File: src/rtl/debounce_ctrl.sv
// Multi-key push-button debouncer: 2-flop input synchronizers, one shared sample tick,
// and a per-key confirmation FSM that produces clean levels and one-cycle press/release strobes.
// Define DEBOUNCE_EXT_TICK_EN to take the sample tick from tick_in instead of the internal divider.
module debounce_ctrl #(
    parameter int NKEY     = 5,
    parameter int DIV_W    = 19,
    parameter int STABLE_N = 3
) (
    input  logic            clk,
    input  logic            clr,
`ifdef DEBOUNCE_EXT_TICK_EN
    input  logic            tick_in,
`endif
    input  logic [NKEY-1:0] key_raw,
    output logic [NKEY-1:0] key_level,
    output logic [NKEY-1:0] key_press,
    output logic [NKEY-1:0] key_release,
    output logic            tick
);

    typedef enum logic [1:0] {
        RELEASED        = 2'd0,
        CONFIRM_PRESS   = 2'd1,
        PRESSED         = 2'd2,
        CONFIRM_RELEASE = 2'd3
    } key_state_t;

    localparam logic [3:0] STABLE_CNT = 4'(STABLE_N);

    logic [NKEY-1:0] key_meta;
    logic [NKEY-1:0] key_sync;
    logic            tick_raw;

    // NOTE: sequential state uses non-blocking assignments so every flop samples pre-edge values.
    always_ff @(posedge clk) begin
        if (clr) begin
            key_meta <= '0;
            key_sync <= '0;
        end else begin
            key_meta <= key_raw;
            key_sync <= key_meta;
        end
    end

`ifdef DEBOUNCE_EXT_TICK_EN
    // tick_sync[1:0] synchronize tick_in; tick_sync[2] holds the previous value for edge detection.
    logic [2:0] tick_sync;
    logic       tick_q;

    always_ff @(posedge clk) begin
        if (clr) begin
            tick_sync <= '0;
            tick_q    <= 1'b0;
        end else begin
            tick_sync <= {tick_sync[1:0], tick_in};
            tick_q    <= tick_sync[1] & ~tick_sync[2];
        end
    end

    assign tick_raw = tick_q;
`else
    logic [DIV_W-1:0] q;

    always_ff @(posedge clk) begin
        if (clr) begin
            q <= '0;
        end else begin
            q <= q + DIV_W'(1);
        end
    end

    assign tick_raw = &q;
`endif

    // Suppress the tick while clear is held so no FSM can advance during reset.
    assign tick = tick_raw & ~clr;

    for (genvar i = 0; i < NKEY; i++) begin : g_key
        key_state_t state;
        logic [3:0] cnt;
        logic       level_q;
        logic       press_q;
        logic       release_q;
        logic       s;

        assign s = key_sync[i];

        always_ff @(posedge clk) begin
            if (clr) begin
                state     <= RELEASED;
                cnt       <= '0;
                level_q   <= 1'b0;
                press_q   <= 1'b0;
                release_q <= 1'b0;
            end else begin
                press_q   <= 1'b0;
                release_q <= 1'b0;
                if (tick) begin
                    case (state)
                        RELEASED: begin
                            if (s) begin
                                if (STABLE_N == 1) begin
                                    state   <= PRESSED;
                                    level_q <= 1'b1;
                                    press_q <= 1'b1;
                                end else begin
                                    state <= CONFIRM_PRESS;
                                    cnt   <= 4'd1;
                                end
                            end
                        end
                        CONFIRM_PRESS: begin
                            if (!s) begin
                                state <= RELEASED;
                                cnt   <= '0;
                            end else if (cnt + 4'd1 == STABLE_CNT) begin
                                state   <= PRESSED;
                                cnt     <= '0;
                                level_q <= 1'b1;
                                press_q <= 1'b1;
                            end else begin
                                cnt <= cnt + 4'd1;
                            end
                        end
                        PRESSED: begin
                            if (!s) begin
                                if (STABLE_N == 1) begin
                                    state     <= RELEASED;
                                    level_q   <= 1'b0;
                                    release_q <= 1'b1;
                                end else begin
                                    state <= CONFIRM_RELEASE;
                                    cnt   <= 4'd1;
                                end
                            end
                        end
                        CONFIRM_RELEASE: begin
                            if (s) begin
                                state <= PRESSED;
                                cnt   <= '0;
                            end else if (cnt + 4'd1 == STABLE_CNT) begin
                                state     <= RELEASED;
                                cnt       <= '0;
                                level_q   <= 1'b0;
                                release_q <= 1'b1;
                            end else begin
                                cnt <= cnt + 4'd1;
                            end
                        end
                        default: begin
                            state <= RELEASED;
                            cnt   <= '0;
                        end
                    endcase
                end
            end
        end

        assign key_level[i]   = level_q;
        assign key_press[i]   = press_q;
        assign key_release[i] = release_q;
    end

endmodule

File: config.mk
export PLATFORM = sky130hd
export DESIGN_NAME = debounce_ctrl
export DESIGN_NICKNAME = d
export VERILOG_FILES = /design/src/rtl/debounce_ctrl.sv
export SDC_FILE = /design/constraint.sdc
export NUM_CORES = 1
export LEC_CHECK = 0
export CAP_MARGIN = 10
export CORE_ASPECT_RATIO = 1.1
export CORE_MARGIN = 3
export CORE_UTILIZATION = 59
export CTS_CLUSTER_SIZE = 28
export DETAILED_ROUTE_END_ITERATION = 16
export GPL_ROUTABILITY_DRIVEN = 0
export PLACE_DENSITY = 0.8
export REMOVE_ABC_BUFFERS = 1
export SYNTH_ARGS = -nofsm -noshare
export SYNTH_HDL_FRONTEND = slang
export SYNTH_SLANG_ARGS = --single-unit
File: constraint.sdc
create_clock -name clk -period 2.51 [get_ports clk]
set_clock_uncertainty 0.1 [all_clocks]
set_input_delay 0.3765 -clock clk [delete_from_list [all_inputs] [get_ports clk]]
set_output_delay 0.3765 -clock clk [all_outputs]
set_load 0.1 [all_outputs]
* Word-level counts from Yosys, hierarchy flattened
Cells that the tools add are included.
Word-level totals: flip-flop bits (word level) 74, latch bits 0, bits in writable memories 0, ROM bits 0, word-level logic and storage cells 243, memories 0
Cells by class: $add $sub $neg 6, multipliers 0, divide/modulo/power cells 0, order comparisons 0, equality and inequality tests 60, shift-type cells 0, multiplexer cells 95, bitwise logic cells 18, reductions and logical operators 36
Operators by type and width (number):
- $mux W4 | 25
- $pmux W4 S4 | 5
- $mux W2 | 30
- $ne A2 B2 Y1 const B | 30
- $pmux W2 S4 | 5
- $reduce_or A4 Y1 | 10
- $ne A3 B3 Y1 const B | 10
- $reduce_and A6 Y1 | 5
- $mux W1 | 25
- $reduce_and A5 Y1 | 5
- $add A4 B1 Y4 const B | 5
- $eq A2 B2 Y1 const B | 10
- $eq A4 B2 Y1 const B | 5
- $add A19 B1 Y19 const B | 1
- $reduce_and A19 Y1 | 1
- $not A1 Y1 | 17
- $reduce_and A3 Y1 | 5
- $eq A2 B1 Y1 const B | 5
- $logic_not A2 Y1 | 5
- $pmux W1 S2 | 5
- $reduce_bool A2 Y1 | 5
- $and A1 B1 Y1 | 1

* Longest topological paths before layout
Gate-level depths: netlist of the first run.
depth in word-level cells 5, depth in mapped cells 8

* Least setup slack after synthesis of the first run
Ideal clock, no wire load.
path kind register to register, start reg q[0], end reg g_key[4].cnt[0], setup time 86 ps, arrival time 2028 ps, required time 2324 ps, setup slack 297 ps, cell stages (with the launch flop) 9, clock period less this slack 2213 ps, path through dfxtp_1 -> ha_1 -> nand2_1 -> nor4_4 -> nand2_4 -> inv_2 -> buf_4 -> a21oi_1 -> a211oi_1
On the way: cells in the longest elaborated chain, start to end 3
RTL lines:
- start, declared | line 62 | logic [DIV_W-1:0] q;
- start signal, assigned | line 68 | q <= q + DIV_W'(1);
- $reduce_and A19 Y1 | line 72 | assign tick_raw = &q;
- $and A1 B1 Y1 | line 76 | assign tick = tick_raw & ~clr;
- net tick | line 18 | output logic tick
- $reduce_and A3 Y1 (no line)
- end signal, assigned | line 122 | cnt <= cnt + 4'd1;
- end signal, assigned | line 147 | cnt <= cnt + 4'd1;
- end, declared | line 80 | logic [3:0] cnt;
The timed path passes the listed nets, and every way through them passes these cells. A chain may end at the register's enable or synchronous reset.

* Final worst setup path of the first run
start reg q[0], end out tick
On the way: cells in the longest elaborated chain, start to end 2
RTL lines (line):
- $reduce_and A19 Y1 | 72
- $and A1 B1 Y1 | 76
- end, declared | 18
Every way passes these cells.

==> impl_metrics.tcl, run 1 <==
set metrics [dict create \
    status "finished, final reports clean" \
    diodes 0 \
    vias 2894 \
    routed_wl_mm 6.78 \
    wire_per_inst_um 13.3 \
    crit_required_ps 2030 \
    cp_data_arrival_time_ps 1890 \
    path_delay_family "simple AND/OR/NAND/NOR gates" \
    num-nets-final 447 \
    max_freq_mhz 422 \
    avgSynthCellArea_um2 8.60 \
    endpoint_kind "output port" \
    core_area_mm2 0.00581 \
    crit_chain "ha_1, nand2_2, nor4_4, nand2_4, inv_4, buf_12" \
    grt_pass1_vias 2649 \
    slowest_stage "dfxtp_1" \
    setup_viol 0 \
    die_area_mm2 0.00703 \
    row_count 29 \
    area_growth_pct 11.0 \
    slew_headroom 0.665 \
    cap_violations 0 \
    hold_class "flop to flop" \
    grt_max_degree 51 \
    power.density_mw_per_mm2 579 \
    leakagePower_nw 1.46 \
    final_common_cell "dfxtp_1" \
    synth_cell_types 47 \
    ant_nets 0 \
    io_buffers 22 \
    cp_max_fo 10 \
    ios 23 \
    hpwl_mm 4.62 \
    cp.depth 6 \
    worst_setup_path_start_kind "flop" \
    cts_tree "yes" \
    clk_path_buf_depth 2 \
    slew_viol_final 0 \
    fin_crit_ps 2370 \
    rsz0062_at_grt "false" \
    cp_num_buf_inv 2 \
    nFillCells 468 \
    drc_errors 0 \
    clk_pin_slew_ps 80 \
    clk_root_buffer_cell "clkbuf_8" \
    clkLatencyLatePin_ps 350 \
    numCtsBuffers 9 \
    crit_end "tick" \
    synth-seq-area-share 0.414 \
    synth_edf_count 0 \
    critPathMaxStageDelay_ps 370 \
    drive_gt1_frac 0.124 \
    timing.rr.start "q[0]" \
    grt_usage 0.206 \
    fp.dieH_um 87.7 \
    ys_warn_count 0 \
    fin_crit_sh 0.945 \
    timing.final.ws_setup_ps 139 \
    place_ws_ps 265 \
    rr_worst_depth 9 \
    antenna_found_initial 0 \
    die_x_um 80.2 \
    ir_drop_mv 0.401 \
    post-route-util 0.684 \
    synth_cells 416 \
    clock_sinks 74 \
    syn_area_mm2 0.00358 \
    final_cell_mix "74 x dfxtp_1, 40 x nor2_1, 35 x nand2_1" \
    reg2reg_setup_slack_ps 300 \
    criticalPathCategory "flop to output port" \
    ys_async_sr_fraction 0 \
    grt_pass1_wl_mm 11.3 \
    synth_ff_type "dfxtp_1" \
    gr-total-overflow 0 \
    drt_iter0_drc 206 \
    placed_area_mm2 0.00373 \
    htree_levels 3 \
    tightestPinTransition_ps 503 \
    start_util 0.616 \
    first_pass_iters 4 \
    crit_start "q[0]" \
    ys_seq_elements 74 \
    r2r-end "g_key[0].level_q" \
    finalHoldViolCount 0 \
    via_per_inst 5.66 \
    fin_area_mm2 0.00397 \
]
## stage by stage
| step | total power [W] | TNS (ps) | hold WS, ps | cells |
|---|---|---|---|---|
| final | 0.00230 | 0 | 330 | 511 |
| after CTS | 0.00233 | 0 | 338 | 510 |
| after detailed placement | 0.00132 | 0 | 328 | 493 |
| after global placement | 0.00132 | 0 | 319 | 493 |
| after floorplan | 0.00128 | -39.1 | 314 | 387 |
| after global routing | 0.00238 | 0 | 346 | 511 |
## how the worst min path moves through the flow
stage | start | to | slack (ps) | cells after the start
after global placement | key_meta[3] | key_sync[3] | 320 | 1
final | key_meta[0] | key_sync[0] | 330 | 1
after global routing | key_meta[0] | key_sync[0] | 350 | 1
after floorplan | key_meta[0] | key_sync[0] | 310 | 1
after detailed placement | key_meta[0] | key_sync[0] | 330 | 1
after CTS | key_meta[0] | key_sync[0] | 340 | 1
## cell usage after synthesis, types with 2 or more instances
cell type	number	area share
xnor2_1	9	0.022
or4_1	2	0.0042
nor2b_1	15	0.026
o32ai_1	10	0.024
nor2_1	40	0.042
o31ai_1	2	0.0042
nand3_1	27	0.038
nand2_1	36	0.038
mux2i_1	3	0.0084
dfxtp_1	74	0.41
mux2_2	5	0.016
and2_1	8	0.014
a31oi_1	2	0.0035
buf_4	17	0.036
o21ai_0	24	0.034
nor4_4	2	0.012
ha_1	11	0.038
o21a_1	2	0.0042
nor4_1	6	0.010
nor3_1	11	0.015
xor2_1	12	0.029
and3_1	2	0.0035
or3_1	3	0.0052
clkbuf_1	8	0.0084
a21boi_0	5	0.010
buf_2	2	0.0028
and3b_1	4	0.0098
o2111a_1	2	0.0063
a211oi_1	5	0.010
inv_1	18	0.019
a21oi_1	25	0.035
nand4_1	9	0.016
## sequential cells by signal, indices dropped and copies added, names as in the netlist, named ones only
| register | count |
|---|---|
| g_key.press_q | 5 |
| key_meta | 5 |
| g_key.level_q | 5 |
| g_key.state | 5 |
| g_key.release_q | 5 |
| q | 19 |
| key_sync | 5 |
| g_key.cnt | 20 |
## what timing repair did
action / in CTS / in global routing
setup endpoints to repair: 1 / 1
pin swaps: 1 / 1
buffers inserted: 1 / 1
hold buffers: 0 / 0
gates resized for setup: 1 / 1
## kinds of logic after synthesis
family / share of synthesized area
fa+ha+maj: 0.0385
xor+xnor: 0.0514
buf+inv: 0.0710
simple gates: 0.256
compound gates: 0.145
flops: 0.414
mux: 0.0241
## report_power, final
part	switching, W	internal, W	leakage, nW
registers	0.0000110	0.00119	0.599
clock network	0.000419	0.000583	0.109
logic	0.0000676	0.0000289	0.751
total	0.000498	0.00180	1.46
## layer usage
layer  vias to the layer above  routed length, µm  global-route usage
li1                       1469                  -                   -
met1                      1349               3040               0.234
met3                        16                284              0.0442
met5                         -                  0                   0
met4                         0                191               0.127
met2                        60               3270               0.351
## cell type report
cell class                      count  area (µm²)  area share
Clock buffer                       11         141      0.0356
Clock inverter                      5        77.6      0.0195
Inverter                           19        73.8      0.0186
Multi-Input combinational cell    294        1840       0.464
Sequential cell                    74        1480       0.373
Tap cell                           77        96.3      0.0243
Timing Repair Buffer               31         255      0.0643
Note: power is estimated with default switching activity, not from simulation.
==> run 2, diff against run 1 <==
TNS_END_PERCENT = 50   (was default)
==> results of run 2 <==
No change in the layout: final DEF, timing and power equal those of run 1.
==> run 3, diff against run 2 <==
ABC_AREA = 1   (was default)
==> run 3 against run 2 <==
Effect of this change: die area is 0.68% lower; total power shrank 11%; non-clock buffer count decreased by 2; sequential share of layout area increased by 0.79 points; register-to-register slack improved by 60 ps; maximum frequency up 2.3%; largest cell class unchanged; largest power group unchanged; highest routed layer unchanged.
==> impl_metrics.tcl, run 3 <==
set metrics [dict create \
    status "finished, final reports clean" \
    area_growth_pct 9.48 \
    crit_start "q[0]" \
    criticalPathCategory "flop to output port" \
    slew_headroom 0.735 \
    max_freq_mhz 431 \
    hold_class "flop to flop" \
    grt_usage 0.197 \
    io_buffers 22 \
    ys_seq_elements 74 \
    final_common_cell "nand2_1" \
    clkLatencyLatePin_ps 340 \
    finalHoldViolCount 0 \
    die_x_um 80.0 \
    synth_top_family_by_area "simple AND/OR/NAND/NOR gates" \
    synth_ff_type "dfxtp_1" \
    cp.depth 8 \
    cts_setup_buffers 0 \
    gr-total-overflow 0 \
    top_regs "g_key.cnt (20), q (19)" \
    cp_data_arrival_time_ps 1840 \
    htree_levels 3 \
    cts_resized 0 \
    timing.rr.start "q[0]" \
    power.density_mw_per_mm2 528 \
    synth-simple-area-share 0.327 \
    place_ws_ps 314 \
    crit_end "tick" \
    ys_async_sr_fraction 0 \
    synth_mux_area_frac 0 \
    slew_viol_final 0 \
    placedCellCount 568 \
    largest_register_ffs 20 \
    fp.dieH_um 87.4 \
    numCtsBuffers 9 \
    via_per_inst 4.94 \
    path_delay_family "simple AND/OR/NAND/NOR gates" \
    worst_setup_path_start_kind "flop" \
    drc_errors 0 \
    hpwl_mm 4.50 \
    tightestPinTransition_ps 398 \
    cp_num_buf_inv 1 \
    seq_area_mm2 0.00148 \
    timing.final.ws_setup_ps 192 \
    rsz0062_at_grt "false" \
    post-route-util 0.669 \
    vias 2885 \
    cp_max_fo 5 \
    yosysTopAreaCell "dfxtp_1" \
    synth_edf_count 0 \
    synth_cells 489 \
    synth_xor_area_frac 0.0222 \
    avgSynthCellArea_um2 7.26 \
    synth_cell_types 34 \
    slowest_stage "dfxtp_1" \
    ios 23 \
    fin_cells 584 \
    synth_top_area_frac 0.417 \
    ys_warn_count 0 \
    top_register "g_key.cnt" \
    wire_per_inst_um 10.8 \
    synth-compound-area-share 0.0680 \
    clock_sinks 74 \
    rr_worst_depth 12 \
    holdWs_ps 301 \
    synth-seq-area-share 0.417 \
    diodes 0 \
    setup_viol 0 \
    crit_required_ps 2030 \
    r2r-end "g_key[4].cnt[0]" \
    drive_gt1_frac 0.126 \
    cts_hold_buf 0 \
    row_count 29 \
    core_area_mm2 0.00581 \
    grt_pass1_wl_mm 11.0 \
    synth_area_leaders "dfxtp_1 42%, nand2_1 11%, nor2_1 7.9%" \
    synth.most_common_cell "nand2_1" \
    die_area_mm2 0.00698 \
    final_cell_mix "102 x nand2_1, 75 x nor2_1, 74 x dfxtp_1" \
    syn_area_mm2 0.00355 \
    leakagePower_nw 1.73 \
    clk_path_buf_depth 2 \
    ant_nets 0 \
    grt_max_degree 36 \
    fin_crit_ps 2320 \
    routed_wl_mm 6.31 \
    cap_violations 0 \
    clk_root_buffer_cell "clkbuf_8" \
    crit_chain "ha_1, nand2_2, nor2_4, nand2_2, nor2_4, nand2_4, nor2_8, buf_12" \
    synth_adder_area_share 0.0388 \
    clk_pin_slew_ps 70 \
    synth.top_cells.by_count "102 x nand2_1, 75 x nor2_1, 74 x dfxtp_1" \
    endpoint_kind "output port" \
    fin_crit_sh 0.924 \
    start_util 0.611 \
    num-nets-final 522 \
    reg2reg_setup_slack_ps 360 \
    critPathMaxStageDelay_ps 350 \
    setup_tns_ps 0 \
    grt_pass1_vias 2732 \
    nFillCells 488 \
    multi_input_area_mm2 0.00162 \
    ir_drop_mv 0.369 \
    cts_tree "yes" \
    first_pass_iters 4 \
    drt_iter0_drc 139 \
    antenna_found_initial 0 \
]
-- run 3: kinds of logic after synthesis --
kind of cell	count (synthesis)
buf+inv	98
compound gates	46
xor+xnor	9
fa+ha+maj	11
flops	74
simple gates	251
-- run 3: metrics by stage --
step / area (µm²) / total power [W]
after floorplan: 3380 / 0.00125
after global placement: 3700 / 0.00128
after detailed placement: 3700 / 0.00128
after CTS: 3870 / 0.00207
after global routing: 3890 / 0.00212
final: 3890 / 0.00205
-- run 3: area by class of cell --
cell class                 instances  area share
inverter                          73      0.0705
multi-input combinational        317       0.417
clock inverter                     2     0.00354
clock buffer                      12      0.0399
sequential                        74       0.381
timing repair buffer              29      0.0631
tap                               77      0.0248
-- run 3: worst reg2reg max path: cells and delay by family, from the launching register on --
family	cells	cell delay [ps]
flip-flops	1	350
buffers and inverters	1	240
AO/OA/AOI/OAI	1	120
adder cells (fa/ha/maj)	1	200
AND/OR/NAND/NOR	9	1070
-- run 3: worst min path at each step --
stage	startpoint	slack, ps	depth (start not counted)	end
after floorplan	key_meta[0]	290	2	key_sync[0]
after global placement	key_meta[3]	290	2	key_sync[3]
after detailed placement	key_meta[1]	290	2	key_sync[1]
after CTS	key_meta[1]	300	2	key_sync[1]
after global routing	key_meta[2]	320	2	key_sync[2]
final	key_meta[1]	300	2	key_sync[1]
-- run 3: layer usage --
layer | wire [µm] | track usage | vias up
met5 | 0 | 0 | -
met3 | 232 | 0.0331 | 13
met1 | 2880 | 0.227 | 1283
met4 | 139 | 0.0906 | 0
li1 | - | - | 1545
met2 | 3060 | 0.352 | 44
-- run 3: where the power goes --
group          leakage [nW]  switching [W]  total [W]  internal, W
logic                  1.05      0.0000358  0.0000592    0.0000233
clock network        0.0883       0.000401   0.000803     0.000402
registers             0.599     0.00000634    0.00119      0.00119
total                  1.73       0.000443    0.00205      0.00161
